### src/rtl/four_bit_counter.sv
// Four-bit up counter with count enable, synchronous clamped load and terminal-count flag.
// Define FOUR_BIT_COUNTER_SATURATE_EN to make the counter saturate at MAX_COUNT instead of wrapping.
module four_bit_counter #(
    parameter int unsigned MAX_COUNT = 15
) (
    input  logic       clk,
    input  logic       reset,
    input  logic       count_enable,
    input  logic       load,
    input  logic [3:0] load_value,
    output logic [3:0] count,
    output logic       terminal
);

    localparam logic [3:0] MAX_VAL = 4'(MAX_COUNT);

    logic       at_max;
    logic [3:0] load_clamped;
    logic [3:0] next_count;

    assign at_max       = (count == MAX_VAL);
    assign load_clamped = (load_value > MAX_VAL) ? MAX_VAL : load_value;

    always_comb begin
        next_count = count;
        if (load) begin
            next_count = load_clamped;
        end else if (count_enable) begin
            if (at_max) begin
`ifdef FOUR_BIT_COUNTER_SATURATE_EN
                next_count = MAX_VAL;
`else
                next_count = 4'd0;
`endif
            end else begin
                next_count = count + 4'd1;
            end
        end
    end

    always_ff @(posedge clk or negedge reset) begin
        if (!reset) begin
            count <= 4'd0;
        end else begin
            count <= next_count;
        end
    end

`ifdef FOUR_BIT_COUNTER_SATURATE_EN
    assign terminal = at_max;
`else
    assign terminal = at_max & count_enable;
`endif

endmodule

### config.mk
export PLATFORM = sky130hd
export DESIGN_NAME = four_bit_counter
export DESIGN_NICKNAME = d
export VERILOG_FILES = /design/src/rtl/four_bit_counter.sv
export SDC_FILE = /design/constraint.sdc
export NUM_CORES = 1
export LEC_CHECK = 0
export BUFFER_PORTS_ARGS = -buffer_cell sky130_fd_sc_hd__buf_2
export CELL_PAD_IN_SITES_DETAIL_PLACEMENT = 1
export CELL_PAD_IN_SITES_GLOBAL_PLACEMENT = 1
export CORE_AREA = 2 2 39 41
export CTS_BUF_LIST = sky130_fd_sc_hd__clkbuf_8
export CTS_CLUSTER_DIAMETER = 50
export DETAILED_ROUTE_END_ITERATION = 12
export DIE_AREA = 0 0 41 43
export GPL_ROUTABILITY_DRIVEN = 0
export PLACE_DENSITY_LB_ADDON = 0.1
export SYNTH_ARGS = -nofsm -noshare
export SYNTH_HDL_FRONTEND = slang
export SYNTH_SLANG_ARGS = --single-unit
### constraint.sdc
create_clock -name clk -period 1.2 [get_ports clk]
set_input_delay 0 -clock clk [delete_from_list [all_inputs] [get_ports clk]]
set_output_delay 0 -clock clk [all_outputs]
set_load 0.005 [all_outputs]
Word level (Yosys, flattened, before mapping)
Index checks and enable logic that the tools add are counted.

word-level totals
  register bits = 4
  bits of input ports = 8
  output and inout port bits = 5
  word-level logic and storage cells = 10

operators by class
  add/sub/neg operators = 1
  order comparisons = 1
  equal/unequal tests = 1
  multiplexer cells = 4
  bitwise logic cells = 1
  reduce and logical (&&, ||, !) cells = 1

operators by type and width
  kind                                         number
  two-way mux 4 bit                            4
  adder 4 x 1 -> 4 bit, second input constant  1
  == test 4 bit, second input constant         1
  > comparator 4 bit, second input constant    1
  nonzero test 2 bit                           1
  AND 1 bit                                    1

Longest topological paths before layout
  depth after elaboration = 4
  depth in mapped cells = 4
  mapped depth without buffers = 4

Worst setup path before layout
Ideal clock, no wire load.

  path type = register to register
  start = register count[0]
  end = register count[2]
  arrival = 0.905 ns
  data required time = 1.079 ns
  path slack = 0.174 ns
  cell stages (with the launch flop) = 5
  path buffers = 0
  path through = dfrtp_1 ha_1 nand2_1 xor2_1 o21ai_1

between the ends
  word-level cells in the longest chain between the ends = 4
  elaborated cells between the ends (all ways) = 5
  those cells by class = 1 x add/sub; 1 x eq/ne; 3 x mux

RTL lines
  what                                                          RTL line  text
  start, declared                                               11        output logic [3:0] count,
  start signal, assigned                                        45        count <= next_count;
  adder 4 x 1 -> 4 bit / == test 4 bit (equally long branches)  36, 21
  two-way mux 4 bit *                                           29        if (at_max) begin
  two-way mux 4 bit *                                           28        end else if (count_enable) begin
  two-way mux 4 bit *                                           26        if (load) begin

Every way passes the cells marked *; elsewhere a longest branch is shown, timed or not. The select of a mux whose other input is x is not followed.
A chain may end at the register's enable or synchronous reset.

Worst setup path after layout
  start = register count[0]
  end = output terminal

between the ends
  word-level cells in the longest chain between the ends = 2

RTL lines
  what           RTL line  text
  == test 4 bit  21        assign at_max = (count == MAX_VAL);
  AND 1 bit      52        assign terminal = at_max & count_enable;
  end, declared  12        output logic terminal

No other way between the ends.

==> results.yml <==
global_route:
  antenna_found_initial: 0
  grt_use_total_pct: 9.577
  grt_overflow: 0
  busiest_layer: "met2"
  grtUsageMet2_pct: 13.13
  grt_pass1_wl_microns: 1055
  grt_max_degree: 10
  met1_usage_pct: 11.40
  grt_pass1_vias: 259
  use_met3_pct: 1.571
timing:
  rsz0062_at_grt: "false"
  tns_ns: 0
  final.min_clock_period_ns: 1.069
  relSlewSlack_pct: 88.74
  min_period_over_period_pct: 89.05
  hold_viol: 0
  finalSetupViolCount: 0
  clock.fmax_mhz: 935.8
  skew_ns: 0.0008433
  tightest_slew_ns: 0.1682
  slew_violations: 0
placed_design:
  hpwlAfterDp_microns: 557
  port_buffers: 12
synthesis:
  synthFlopType: "dfrtp_1"
  syn_avg_cell_area_sq_um: 8.669
  netlist.area_leader.share_pct: 41.24
  yosysSeqAreaShare_pct: 41.24
  syn_nets: 37
  async_reset_ff_share_pct: 100.0
  yosys_warnings: 0
  synth-seq-cells: 4
  synth.distinct_cells: 16
  synth_most_common_cell: "nand2_1"
  synth_cells: 28
  yosys.area.top_type: "dfrtp_1"
  synth_area_sq_um: 242.7
  netlist_top_cells_area: "dfrtp_1, nand2_1, a21oi_1, ha_1, nor2b_1"
  ys_top_cells_by_count: "nand2_1, dfrtp_1, a21oi_1"
  synth-edff-count: 0
worst_setup_path:
  r2r_cells: 4
  crit_type: "reg -> out"
  crit_fanout: 3
  r2r_start: "count[0]"
  slowest_delay_ns: 0.37
  cp.arrival_ns: 1.07
  start_kind: "flop"
  end_kind: "output pin"
  rr_endpoint: "count[2]"
  path_cells: "ha_1 > nand3_1 > nor2_1 > buf_2"
  cp_data_required_time_ns: 1.20
  rrSetupSlack_ns: 0.16
  crit_slowest_cell: "dfrtp_1"
power:
  total_power_mw: 0.5593
  clockPowerShare_pct: 49.9
  irDropWorstVdd_uv: 494.2
  p_leak_nw: 0.1894
  p_int_mw: 0.4249
  p_sw_mw: 0.1343
  switching_share_pct: 24.02
  combPwrFrac_pct: 20.3
  p_per_area_mw_per_mm2: 1442
  power_frac_seq_pct: 29.7
route:
  antenna_left: 0
  vias_per_cell: 4.323
  routed_wl_microns: 684
  vias: 268
  post_drt_wl_per_cell_microns: 11.03
  firstDrtPassIters: 1
  drt_iter0_drc: 0
  drc_errors: 0
cells_and_area:
  n_fill_cell: 173
  area_growth_syn_to_layout_pct: 59.79
  nets: 57
  regMostFlops: "count"
  largest_reg_flops: 4
  top_regs: "count x4"
  num_antenna_cells: 0
  layout-drive-gt1-share_pct: 39.13
worst_hold_path:
  min_to: "count[2]"
  hold_class: "in -> reg"
  hold_path.startpoint: "load_value[2]"
  min_path_cells: 3
cts:
  ctsResizeCount: 0
  cts_buffer_depth: 2
  insertion_delay_ns: 0.21
  cts_made_buffers: 3
  clk_pin_slew_ns: 0.03
  cts.sinks: 4
  htreeDepth: 1
  cts-root-buf: "clkbuf_8"
  cts_tree: "done"
floorplan:
  rows: 14
  start_util_pct: 17.54
  die_w_microns: 41
  die_y_microns: 43
  io_pins: 13
  die-area_sq_mm: 0.001763
  core_sq_mm: 0.001384
run_status:
  status: "finished clean"
job:
  cap_violations: 0
## metrics by stage
step	utilization [%]	setup WS, ns	cells	area, sq um	hold slack, ns
5_1_grt	28.03	0.02493	62	387.9	0.02877
4_1_cts	28.03	0.1041	62	387.9	0.01868
3_5_place_dp	23.60	0.1598	57	326.6	-0.1894
2_1_floorplan	-	0.1741	28	242.7	-0.2956
6_report	28.03	0.1314	62	387.9	0.02054
3_3_place_gp	23.60	0.1832	57	326.6	-0.1914
## worst max path at each step
stage                        start  cells past startpoint       end  slack [ns]
after floorplan           count[0]                      4  count[2]        0.17
after global placement    count[0]                      4  count[0]        0.18
after detailed placement  count[0]                      4  count[2]        0.16
after CTS                 count[0]                      4  terminal        0.10
after global routing      count[0]                      4  terminal        0.02
final                     count[0]                      4  terminal        0.13
## layout make-up
class	count	area [sq um]	area share [%]
multi-input combinational	22	127.6	32.90
tap	16	20.02	5.161
inverter	1	3.754	0.9677
clock buffer	3	41.29	10.65
sequential	4	100.1	25.81
timing repair buffer	16	95.09	24.52
## layer usage
metal	part of all wire (%)	wire, microns
met3	8.9	61
met1	40	276
met2	51	347
met4	0	0
met5	0	0
## cells by family after synthesis
kind of cell / Yosys count / share of synthesized area (%)
AND/OR/NAND/NOR: 12 / 24.23
AO/OA/AOI/OAI: 7 / 15.46
flip-flops: 4 / 41.24
buffers and inverters: 2 / 6.184
XOR/XNOR: 1 / 3.609
multiplexers: 1 / 4.124
adder cells (fa/ha/maj): 1 / 5.154
## power by group through the flow
stage               clock (mW)  sequential, mW  combinational, mW
floorplan                    0           0.173             0.0497
global placement             0           0.168              0.109
detailed placement           0           0.168              0.112
CTS                      0.291           0.167              0.117
global route             0.298           0.169              0.129
finish                   0.279           0.166              0.114
## layout by cell type, fill, tap and decap left out
cell	n
nor2_1	1
xor2_1	1
buf_2	12
mux2i_1	1
nand2_1	5
o211ai_1	1
dfrtp_1	4
clkbuf_8	3
nor2_2	1
o21ai_0	1
inv_1	1
nor2b_1	2
nand3_1	2
nand3b_1	1
ha_1	1
a21oi_1	3
dlygate4sd3_1	2
buf_4	2
o21ai_1	2
## worst max-delay path: cells and delay by family, from the launching register on
kind / cells / cell delay (ns)
simple gates: 2 / 0.15
fa+ha+maj: 1 / 0.22
buf+inv: 1 / 0.12
flops: 1 / 0.37
## repair_timing
item	CTS	global route
hold buffers	2	0
hold endpoints to repair	5	0
setup buffers	0	0
(Power assumes the default switching activity.)
